`src/rtl/wb_arbiter.sv`:
```
`default_nettype none
// ============================================================================
// Module      : wb_arbiter
// Description : Register-file write-back arbiter. ALU results always win;
//               load results wait in a circular FIFO. A starvation counter
//               raises stall_req so that the queued loads can drain.
//               Optional macro WB_FWD_EN adds a same-cycle bypass output.
// Revision    : 1.0 - initial release
// ============================================================================
module wb_arbiter #(
    parameter  int NUM_REGS   = 32,
    parameter  int LQ_DEPTH   = 2,
    parameter  int STARVE_MAX = 4,
    parameter  int DATA_W     = 32,
    localparam int RW         = $clog2(NUM_REGS),
    localparam int CW         = $clog2(LQ_DEPTH) + 1
) (
    input  logic              clk,
    input  logic              reset,
    input  logic              alu_valid,
    input  logic [RW-1:0]     alu_rd,
    input  logic [DATA_W-1:0] alu_data,
    input  logic              ld_valid,
    output logic              ld_ready,
    input  logic [RW-1:0]     ld_rd,
    input  logic [DATA_W-1:0] ld_data,
    output logic              we,
    output logic [RW-1:0]     rd,
    output logic [DATA_W-1:0] wr_data,
    output logic              stall_req,
    output logic [CW-1:0]     lq_count
`ifdef WB_FWD_EN
    ,
    output logic              fwd_valid,
    output logic [RW-1:0]     fwd_rd,
    output logic [DATA_W-1:0] fwd_data
`endif
);

    localparam int              c_PW         = $clog2(LQ_DEPTH);
    localparam int              c_SW         = $clog2(STARVE_MAX + 1);
    localparam logic [CW-1:0]   c_DEPTH      = CW'(LQ_DEPTH);
    localparam logic [c_SW-1:0] c_STARVE_MAX = c_SW'(STARVE_MAX);

    logic [RW-1:0]     r_lq_rd   [LQ_DEPTH];
    logic [DATA_W-1:0] r_lq_data [LQ_DEPTH];
    logic [c_PW-1:0]   r_wr_ptr;
    logic [c_PW-1:0]   r_rd_ptr;
    logic [CW-1:0]     r_count;
    logic [c_SW-1:0]   r_starve;
    logic              r_stall;
    logic              r_we;
    logic [RW-1:0]     r_rd;
    logic [DATA_W-1:0] r_wr_data;

    logic              w_push;
    logic              w_pop;
    logic              w_sel_valid;
    logic [RW-1:0]     w_sel_rd;
    logic [DATA_W-1:0] w_sel_data;
    logic [c_SW-1:0]   w_starve_nxt;

    // Readiness looks only at current occupancy, never at a same-cycle pop.
    assign ld_ready  = (r_count < c_DEPTH);
    assign lq_count  = r_count;
    assign we        = r_we;
    assign rd        = r_rd;
    assign wr_data   = r_wr_data;
    assign stall_req = r_stall;

    always_comb begin
        w_push       = ld_valid && ld_ready;
        w_pop        = !alu_valid && (r_count != '0);
        w_sel_valid  = alu_valid || w_pop;
        w_sel_rd     = alu_valid ? alu_rd   : r_lq_rd[r_rd_ptr];
        w_sel_data   = alu_valid ? alu_data : r_lq_data[r_rd_ptr];
        w_starve_nxt = '0;
        if (alu_valid && (r_count != '0)) begin
            w_starve_nxt = (r_starve == c_STARVE_MAX) ? r_starve : r_starve + 1'b1;
        end
    end

`ifdef WB_FWD_EN
    assign fwd_valid = w_sel_valid && (w_sel_rd != '0);
    assign fwd_rd    = w_sel_rd;
    assign fwd_data  = w_sel_data;
`endif

    // Queue storage carries no reset; occupancy alone decides validity.
    always_ff @(posedge clk) begin
        if (w_push) begin
            r_lq_rd[r_wr_ptr]   <= ld_rd;
            r_lq_data[r_wr_ptr] <= ld_data;
        end
    end

    always_ff @(posedge clk or posedge reset) begin
        if (reset) begin
            r_wr_ptr  <= '0;
            r_rd_ptr  <= '0;
            r_count   <= '0;
            r_starve  <= '0;
            r_stall   <= 1'b0;
            r_we      <= 1'b0;
            r_rd      <= '0;
            r_wr_data <= '0;
        end else begin
            if (w_push) begin
                r_wr_ptr <= r_wr_ptr + 1'b1;
            end
            if (w_pop) begin
                r_rd_ptr <= r_rd_ptr + 1'b1;
            end
            if (w_push && !w_pop) begin
                r_count <= r_count + 1'b1;
            end else if (!w_push && w_pop) begin
                r_count <= r_count - 1'b1;
            end
            r_starve <= w_starve_nxt;
            r_stall  <= (w_starve_nxt == c_STARVE_MAX);
            // Destination 0 is consumed silently; rd/wr_data still track it.
            r_we     <= w_sel_valid && (w_sel_rd != '0);
            if (w_sel_valid) begin
                r_rd      <= w_sel_rd;
                r_wr_data <= w_sel_data;
            end
        end
    end

endmodule
`default_nettype wire

```
`config.mk`:
```
export PLATFORM = sky130hd
export DESIGN_NAME = wb_arbiter
export DESIGN_NICKNAME = d
export VERILOG_FILES = /design/src/rtl/wb_arbiter.sv
export SDC_FILE = /design/constraint.sdc
export NUM_CORES = 1
export LEC_CHECK = 0
export ABC_CLOCK_PERIOD_IN_PS = 2600
export BUFFER_PORTS_ARGS = -buffer_cell sky130_fd_sc_hd__buf_2
export CAP_MARGIN = 20
export CORE_UTILIZATION = 47
export DETAILED_ROUTE_END_ITERATION = 8
export PLACE_DENSITY_LB_ADDON = 0.08
export SYNTH_ARGS = -nofsm -noshare
export SYNTH_HDL_FRONTEND = slang
export SYNTH_SLANG_ARGS = --single-unit
```
`constraint.sdc`:
```
create_clock -name clk -period 2.6 [get_ports clk]
set_clock_uncertainty 0.05 [all_clocks]
set_input_delay 0.26 -clock clk [delete_from_list [all_inputs] [get_ports clk]]
set_output_delay 0.26 -clock clk [all_outputs]
set_load 0.03 [all_outputs]
```
# Word level (Yosys, flattened, before mapping)
# Memory sizes are Yosys's and may differ from the RTL's.
# Cells that the tools add are included.
# classes
eq_ne	2
reduce_logical	13
muxes	8
order_cmp	1
add_sub_neg	5
# op_table
cell	count
32-bit two-way mux	1
3-bit equality test, second input constant	2
1-bit logical AND	6
3-bit two-way mux	2
5-bit two-way mux	1
5-bit nonzero test	1
2-bit two-way mux	2
2-bit nonzero test	2
3-bit by 1-bit adder with 3-bit output, second input constant	1
1-bit zero test	3
1-bit adder, second input constant	2
2-bit by 1-bit adder with 2-bit output, second input constant	1
2-bit less-than comparator, second input constant	1
1-bit two-way mux	2
2-bit by 1-bit subtractor with 2-bit output, second input constant	1
1-bit logical OR	1
# word_totals
mem_bits_rw	74
mem_count	2
word_cells	39
reg_bits	46
# mem_list
memory	words	width	rd	rd_ports_with_merged_regs	write_ports	line	source
r_lq_data	2	32	1	0	1	46	logic [DATA_W-1:0] r_lq_data [LQ_DEPTH];
r_lq_rd	2	5	1	0	1	45	logic [RW-1:0] r_lq_rd [LQ_DEPTH];

# Logic depth before layout (Yosys ltp)
# Gate-level depths: netlist of the first run.
# logic_depth
word_depth	6
mapped_depth	7
depth_no_buf	6

# Worst setup path before layout of the first run
# No wires, ideal clock.
# synth_path
path_kind	register -> register
from	register r_count[1], in the netlist lq_count[1]
to	memory r_lq_data[0][0], enable pin
required_time_ns	2.114
n_path_buf	0
path_stages_with_launch	3
setup_slack_ns	-0.389
t_arrival_ns	2.503
setup_ns	0.436
path_cell_list	dfrtp_1 > nor2b_1 > nor2b_1
# synth_between
elab_chain_len	4
# synth_lines
element	line	source
start: declaration	49	logic [CW-1:0] r_count;
start signal: assignment	115	r_count <= r_count + 1'b1;
start signal: assignment	117	r_count <= r_count - 1'b1;
2-bit less-than comparator	64	assign ld_ready = (r_count < c_DEPTH);
1-bit logical AND	72	w_push = ld_valid && ld_ready;
via w_push	56	logic w_push;
1-bit two-way mux	91	if (w_push) begin
1-bit two-way mux (not written as such)	93	r_lq_data[r_wr_ptr] <= ld_data;
end: declaration	46	
# The timed path passes the listed nets, and every way through them passes these cells.

# Worst setup path in the final report of the first run
# layout_path
from	register r_count[1], in the netlist lq_count[1]
to	memory r_lq_data[1][13], enable pin
# Same word-level chain as after synthesis.

==> flow_metrics.env, run 1 <==
export IMPL_reg2reg_from="lq_count[1]"
export IMPL_hold_violations=0
export IMPL_grt_usage=0.205
export IMPL_initial_utilization=0.485
export IMPL_cts_path_max_buffers=2
export IMPL_placed_area_um2=5460
export IMPL_dp_hpwl_mm=5.78
export IMPL_drt_total_wl_mm=10.0
export IMPL_final_common_cell="buf_2"
export IMPL_antenna_found_initial=0
export IMPL_yosys_warnings=0
export IMPL_cts_root_buf="clkbuf_8"
export IMPL_grt_overflow=0
export IMPL_drive_above_1_share=0.288
export IMPL_total_power_mw=7.54
export IMPL_avgSynthCellArea_um2=13.3
export IMPL_p_leak_nw=2.95
export IMPL_startpoint_type="flip-flop"
export IMPL_die_w_um=102
export IMPL_vias_per_cell=4.82
export IMPL_reg2reg_slack_ns=0.72
export IMPL_whs_ns=0.0347
export IMPL_endpoint_kind="flip-flop"
export IMPL_slew_headroom=0.572
export IMPL_fin_tns_setup_ns=0
export IMPL_die_h_um=102
export IMPL_clock_fmax_mhz=531
export IMPL_rows=36
export IMPL_drv_cap=0
export IMPL_crit_required_ns=2.75
export IMPL_synth_xor_area_share=0.00924
export IMPL_synthCells=355
export IMPL_vias=3362
export IMPL_synth_area_um2=4740
export IMPL_crit_fanout=19
export IMPL_grt_pass1_vias=3269
export IMPL_antenna_cells=0
export IMPL_hold_path_class="in -> reg"
export IMPL_layout_nets=633
export IMPL_grt_max_degree=47
export IMPL_cp_cell_sequence="nor2b_1, and2_2, buf_12"
export IMPL_fp_dieArea_um2=10500
export IMPL_slew_viol_final=0
export IMPL_remaining_drc_errors=0
export IMPL_tightest_slew_ns=0.643
export IMPL_synth_nets=436
export IMPL_slowest_stage="and2_2"
export IMPL_wire_per_inst_um=14.3
export IMPL_synth_top_family_by_area="multiplexers"
export IMPL_portBuffers=119
export IMPL_power_density_nw_per_um2=1100
export IMPL_placeableCoreArea_um2=9770
export IMPL_clk_pin_slew_worst_paths_ns=0.05
export IMPL_synth_distinct_cells=26
export IMPL_critPathKind="reg -> reg"
export IMPL_ys_seq_area_frac=0.712
export IMPL_arrival_ns=2.03
export IMPL_cts_resized_gates=0
export IMPL_htree_num_levels=4
export IMPL_fin_crit_sh=0.725
export IMPL_fin_ws_ns=0.715
export IMPL_hold_end="rd[0]"
export IMPL_r2r_end="r_lq_data[1][13]"
export IMPL_synthAdderAreaFrac=0.00792
export IMPL_place_ws_ns=0.691
export IMPL_vdd_ir_drop_max_uv=568
export IMPL_synth_mux_area_frac=0.0871
export IMPL_layout_area_overhead_vs_synth_pct=44.5
export IMPL_slowest_delay_ns=0.54
export IMPL_status="complete, no violations"
export IMPL_ff2ff_path_depth=3
export IMPL_final_cell_area_um2=6850
export IMPL_firstDrtPassIters=4
export IMPL_cts_sinks=120
export IMPL_cts_buffers=17
export IMPL_cts_tree="yes"
export IMPL_first_iter_violations=104
export IMPL_synth_compound_area_share=0.0811
export IMPL_hp_start="alu_rd[0]"
export IMPL_final_cell_mix="buf_2, edfxtp_1, dlygate4sd3_1"
export IMPL_setup_viol=0
export IMPL_antenna_left=0
export IMPL_clock_latency_ns=0.50
export IMPL_boundaryPins=120
export IMPL_gp_congestion=0.693
export IMPL_rsz0062_at_grt="false"
export IMPL_min_period_ns=1.88
export IMPL_synth_simple_gate_area_share=0.0731
export IMPL_ys_ff_latch=120
export IMPL_holdPathStages=3
export IMPL_grt_pass1_wl_mm=15.5
-- what timing repair did --
action                    CTS  global route
hold endpoints to repair  152             0
hold buffers               70             0
buffers inserted            0             0
-- cells by family (layout without fill, tap and decap cells) --
kind of cell               count (synthesis)  in the layout
DFF                                      120            120
and+or+nand+nor                           86             86
AOI/OAI and AO/OA                         76             76
muxes                                     41             41
buffers and inverters                     24            234
xor gates and xnor gates                   5              5
adders and majority gates                  3              3
-- flip-flops by register name, indices dropped and copies added, names as in the netlist --
signal	cells
wr_data	32
lq_count	2
r_lq_rd	10
r_lq_data	64
we	1
stall_req	1
r_wr_ptr	1
r_rd_ptr	1
rd	5
r_starve	3
-- area by class of cell --
cell class | count | area [um^2]
sequential | 120 | 3370
inverter | 5 | 18.8
fill | 701 | 2930
clock inverter | 9 | 196
tap | 133 | 166
timing repair buffer | 197 | 1380
clock buffer | 23 | 467
multi-input combinational | 211 | 1240
-- routing by layer --
metal,vias up,part of all wire,GRT usage
met1,1605,0.43,0.243
li1,1657,-,-
met5,-,0,0
met3,14,0.035,0.0568
met2,86,0.52,0.353
met4,0,0.014,0.0802
-- worst max path at each step --
stage | from | end | slack, ns | cells past startpoint
after floorplan | lq_count[1] | r_lq_data[0][0] | 0.30 | 2
after global placement | lq_count[1] | r_lq_data[1][0] | 0.75 | 3
after detailed placement | lq_count[1] | r_lq_data[1][0] | 0.69 | 3
after CTS | lq_count[1] | r_lq_rd[1][4] | 0.68 | 3
after global routing | lq_count[1] | r_lq_data[1][28] | 0.62 | 3
final | lq_count[1] | r_lq_data[1][13] | 0.72 | 3
-- Yosys cell counts, drive strengths merged --
library cell,number,area [um^2]
a21oi,37,185
a41oi,1,8.76
and2,1,6.26
and3,1,6.26
buf,13,98.8
clkbuf,6,22.5
dfrtp,46,1150
edfxtp,74,2220
ha,3,37.5
inv,5,18.8
mux2,2,22.5
mux2i,39,390
nand2,37,139
nand2b,1,6.26
nor2,40,150
nor2b,2,12.5
nor3,3,20.0
o21ai,38,190
or2,1,6.26
xnor2,3,26.3
xor2,2,17.5
-- through the flow --
step	utilization	std cells
after floorplan	-	355
after global placement	0.559	595
after detailed placement	0.559	595
after CTS	0.698	697
after global routing	0.700	698
final	0.700	698
-- critical path: cells and delay by family (launching register included) --
family | cells | cell delay, ns
buf+inv | 1 | 0.24
flops | 1 | 0.46
simple gates | 2 | 0.84
-- report_power, final --
part           internal [mW]  total, mW  leakage [nW]  switching, mW
sequential              2.51       2.75          1.24          0.233
clock                   1.82       2.60         0.320          0.780
combinational          0.807       2.19          1.40           1.39
Note: power is estimated with default switching activity, not from simulation.
==> run 2, diff against run 1 <==
--- a/config.mk
+++ b/config.mk
@@ -5,7 +5,7 @@
 export SDC_FILE = /design/constraint.sdc
 export NUM_CORES = 1
 export LEC_CHECK = 0
-export ABC_CLOCK_PERIOD_IN_PS = 2600
+export ABC_CLOCK_PERIOD_IN_PS = 1650
 export BUFFER_PORTS_ARGS = -buffer_cell sky130_fd_sc_hd__buf_2
 export CAP_MARGIN = 20
 export CORE_UTILIZATION = 47
==> constraint.sdc (replaced) <==
create_clock -name clk -period 1.65 [get_ports clk]
set_clock_uncertainty 0.05 [all_clocks]
set_input_delay 0.165 -clock clk [delete_from_list [all_inputs] [get_ports clk]]
set_output_delay 0.165 -clock clk [all_outputs]
set_load 0.03 [all_outputs]
==> run 2 against run 1 <==
Effect of this change: critical path depth shrank 1; setup slack got worse by 0.57 ns; count of clock-buffer cells in the layout shrank 3; register-to-register slack got worse by 0.57 ns; largest power group unchanged; critical path type is now reg -> out; sequential share of layout area fell by 0.54 points; combinational power rose by 67%.
==> flow_metrics.env, run 2 (same netlist as run 1, synthesis figures left out) <==
export IMPL_min_period_ns=1.51
export IMPL_final_cell_area_um2=6930
export IMPL_dr_wl_met2_mm=5.35
export IMPL_startpoint_type="flip-flop"
export IMPL_wire_per_inst_um=14.2
export IMPL_grt_max_degree=35
export IMPL_whs_ns=0.170
export IMPL_cp_cell_sequence="inv_1, buf_2"
export IMPL_layout_area_overhead_vs_synth_pct=46.2
export IMPL_rsz0062_at_grt="false"
export IMPL_drive_above_1_share=0.294
export IMPL_fin_ws_ns=0.145
export IMPL_arrival_ns=1.29
export IMPL_antenna_left=0
export IMPL_die_w_um=102
export IMPL_tightest_slew_ns=0.517
export IMPL_crit_fanout=6
export IMPL_wl_met1_mm=4.28
export IMPL_final_cells=711
export IMPL_critPathKind="reg -> out"
export IMPL_first_iter_violations=127
export IMPL_grt_pass1_wl_mm=16.0
export IMPL_highest_layer="met4"
export IMPL_dp_hpwl_mm=6.19
export IMPL_cts_path_max_buffers=2
export IMPL_path_delay_family="flip-flops"
export IMPL_rows=36
export IMPL_clock_latency_ns=0.50
export IMPL_cts_sinks=120
export IMPL_drt_total_wl_mm=10.1
export IMPL_fin_crit_sh=0.912
export IMPL_final_cell_mix="buf_2, dlygate4sd3_1, edfxtp_1"
export IMPL_endpoint_kind="output pin"
export IMPL_placeableCoreArea_um2=9770
export IMPL_firstDrtPassIters=4
export IMPL_placed_area_um2=5570
export IMPL_slowest_delay_ns=0.46
export IMPL_grt_usage=0.211
export IMPL_grt_pass1_vias=3369
export IMPL_vias_per_cell=4.79
export IMPL_final_common_cell="buf_2"
export IMPL_slew_viol_final=0
export IMPL_dp_cells=602
export IMPL_clock_fmax_mhz=664
export IMPL_die_h_um=102
export IMPL_hold_violations=0
export IMPL_drv_cap=0
export IMPL_wl_met3_um=385
export IMPL_setup_viol=0
export IMPL_layout_nets=646
export IMPL_total_power_mw=11.6
export IMPL_hold_path_class="in -> async"
export IMPL_top_register="r_lq_data"
export IMPL_power_density_nw_per_um2=1670
export IMPL_place_ws_ns=0.202
export IMPL_boundaryPins=120
export IMPL_fp_dieArea_um2=10500
export IMPL_slew_headroom=0.651
export IMPL_initial_utilization=0.485
export IMPL_largest_register_ffs=64
export IMPL_vdd_ir_drop_max_uv=982
export IMPL_clk_pin_slew_worst_paths_ns=0.06
export IMPL_critical_path_buf_inv_count=2
export IMPL_htree_num_levels=4
export IMPL_vias=3408
export IMPL_portBuffers=119
export IMPL_antenna_cells=0
export IMPL_gp_congestion=0.699
export IMPL_antenna_found_initial=0
export IMPL_cts_tree="yes"
export IMPL_slowest_stage="dfrtp_2"
export IMPL_p_leak_nw=3.00
export IMPL_remaining_drc_errors=0
export IMPL_status="complete, no violations"
export IMPL_grt_overflow=0
export IMPL_cts_buffers=17
export IMPL_crit_required_ns=1.43
export IMPL_cts_root_buf="clkbuf_8"
## run 2: cell count changes in the layout (fill, tap and decap cells not counted), moves of 3 or more
cell and delta:
buf_4 +3, dlygate4sd3_1 +7, clkinv_2 +4, buf_12 +3
clkbuf_8 -3
## run 2: path summary, 6_finish.rpt
path / endpoint / start / depth (start not counted) / slack, ns
max in group asynchronous: wr_data[31] / reset / 4 / 0.72
worst min-delay path: rd[2] / reset / 3 / 0.17
worst min register to register: rd[1] / rd[1] / 2 / 0.43
worst max register to register: wr_data[19] / lq_count[0] / 5 / 0.14
min in group clk: r_lq_data[0][12] / ld_data[12] / 2 / 0.33
worst max-delay path: ld_ready / lq_count[1] / 2 / 0.14
## run 2: per-layer routing
metal | GRT usage | up-vias
li1 | - | 1685
met5 | 0 | -
met2 | 0.366 | 90
met1 | 0.246 | 1624
met4 | 0.0923 | 0
met3 | 0.0575 | 9
## run 2: area by class of cell
class                      count  area (um^2)
tap                          133          166
fill                         701         2850
multi-input combinational    211         1250
inverter                       5         18.8
timing repair buffer         210         1530
sequential                   120         3380
clock buffer                  20          425
clock inverter                12          156
## run 2: through the flow
step | util | TNS, ns
after floorplan | - | -3.21
after global placement | 0.570 | 0
after detailed placement | 0.570 | 0
after CTS | 0.709 | 0
after global routing | 0.709 | 0
final | 0.709 | 0
## run 2: timing repair
item / in CTS / in global routing
gates resized for setup: 0 / 0
hold buffers: 77 / 0
endpoints found under the hold margin: 141 / 0
buffers inserted: 0 / 0
## run 2: tightest hold or removal path, cell delays in order
cell           delay, ns
dlygate4sd3_1       0.53
buf_2               0.12
inv_2               0.33
## run 2: report_power, final
group          internal [mW]  switching [mW]  leakage [nW]
Clock                   2.42            1.20         0.289
Combinational           1.40            2.25          1.47
Sequential              3.96           0.327          1.23
Total                   7.78            3.77          3.00
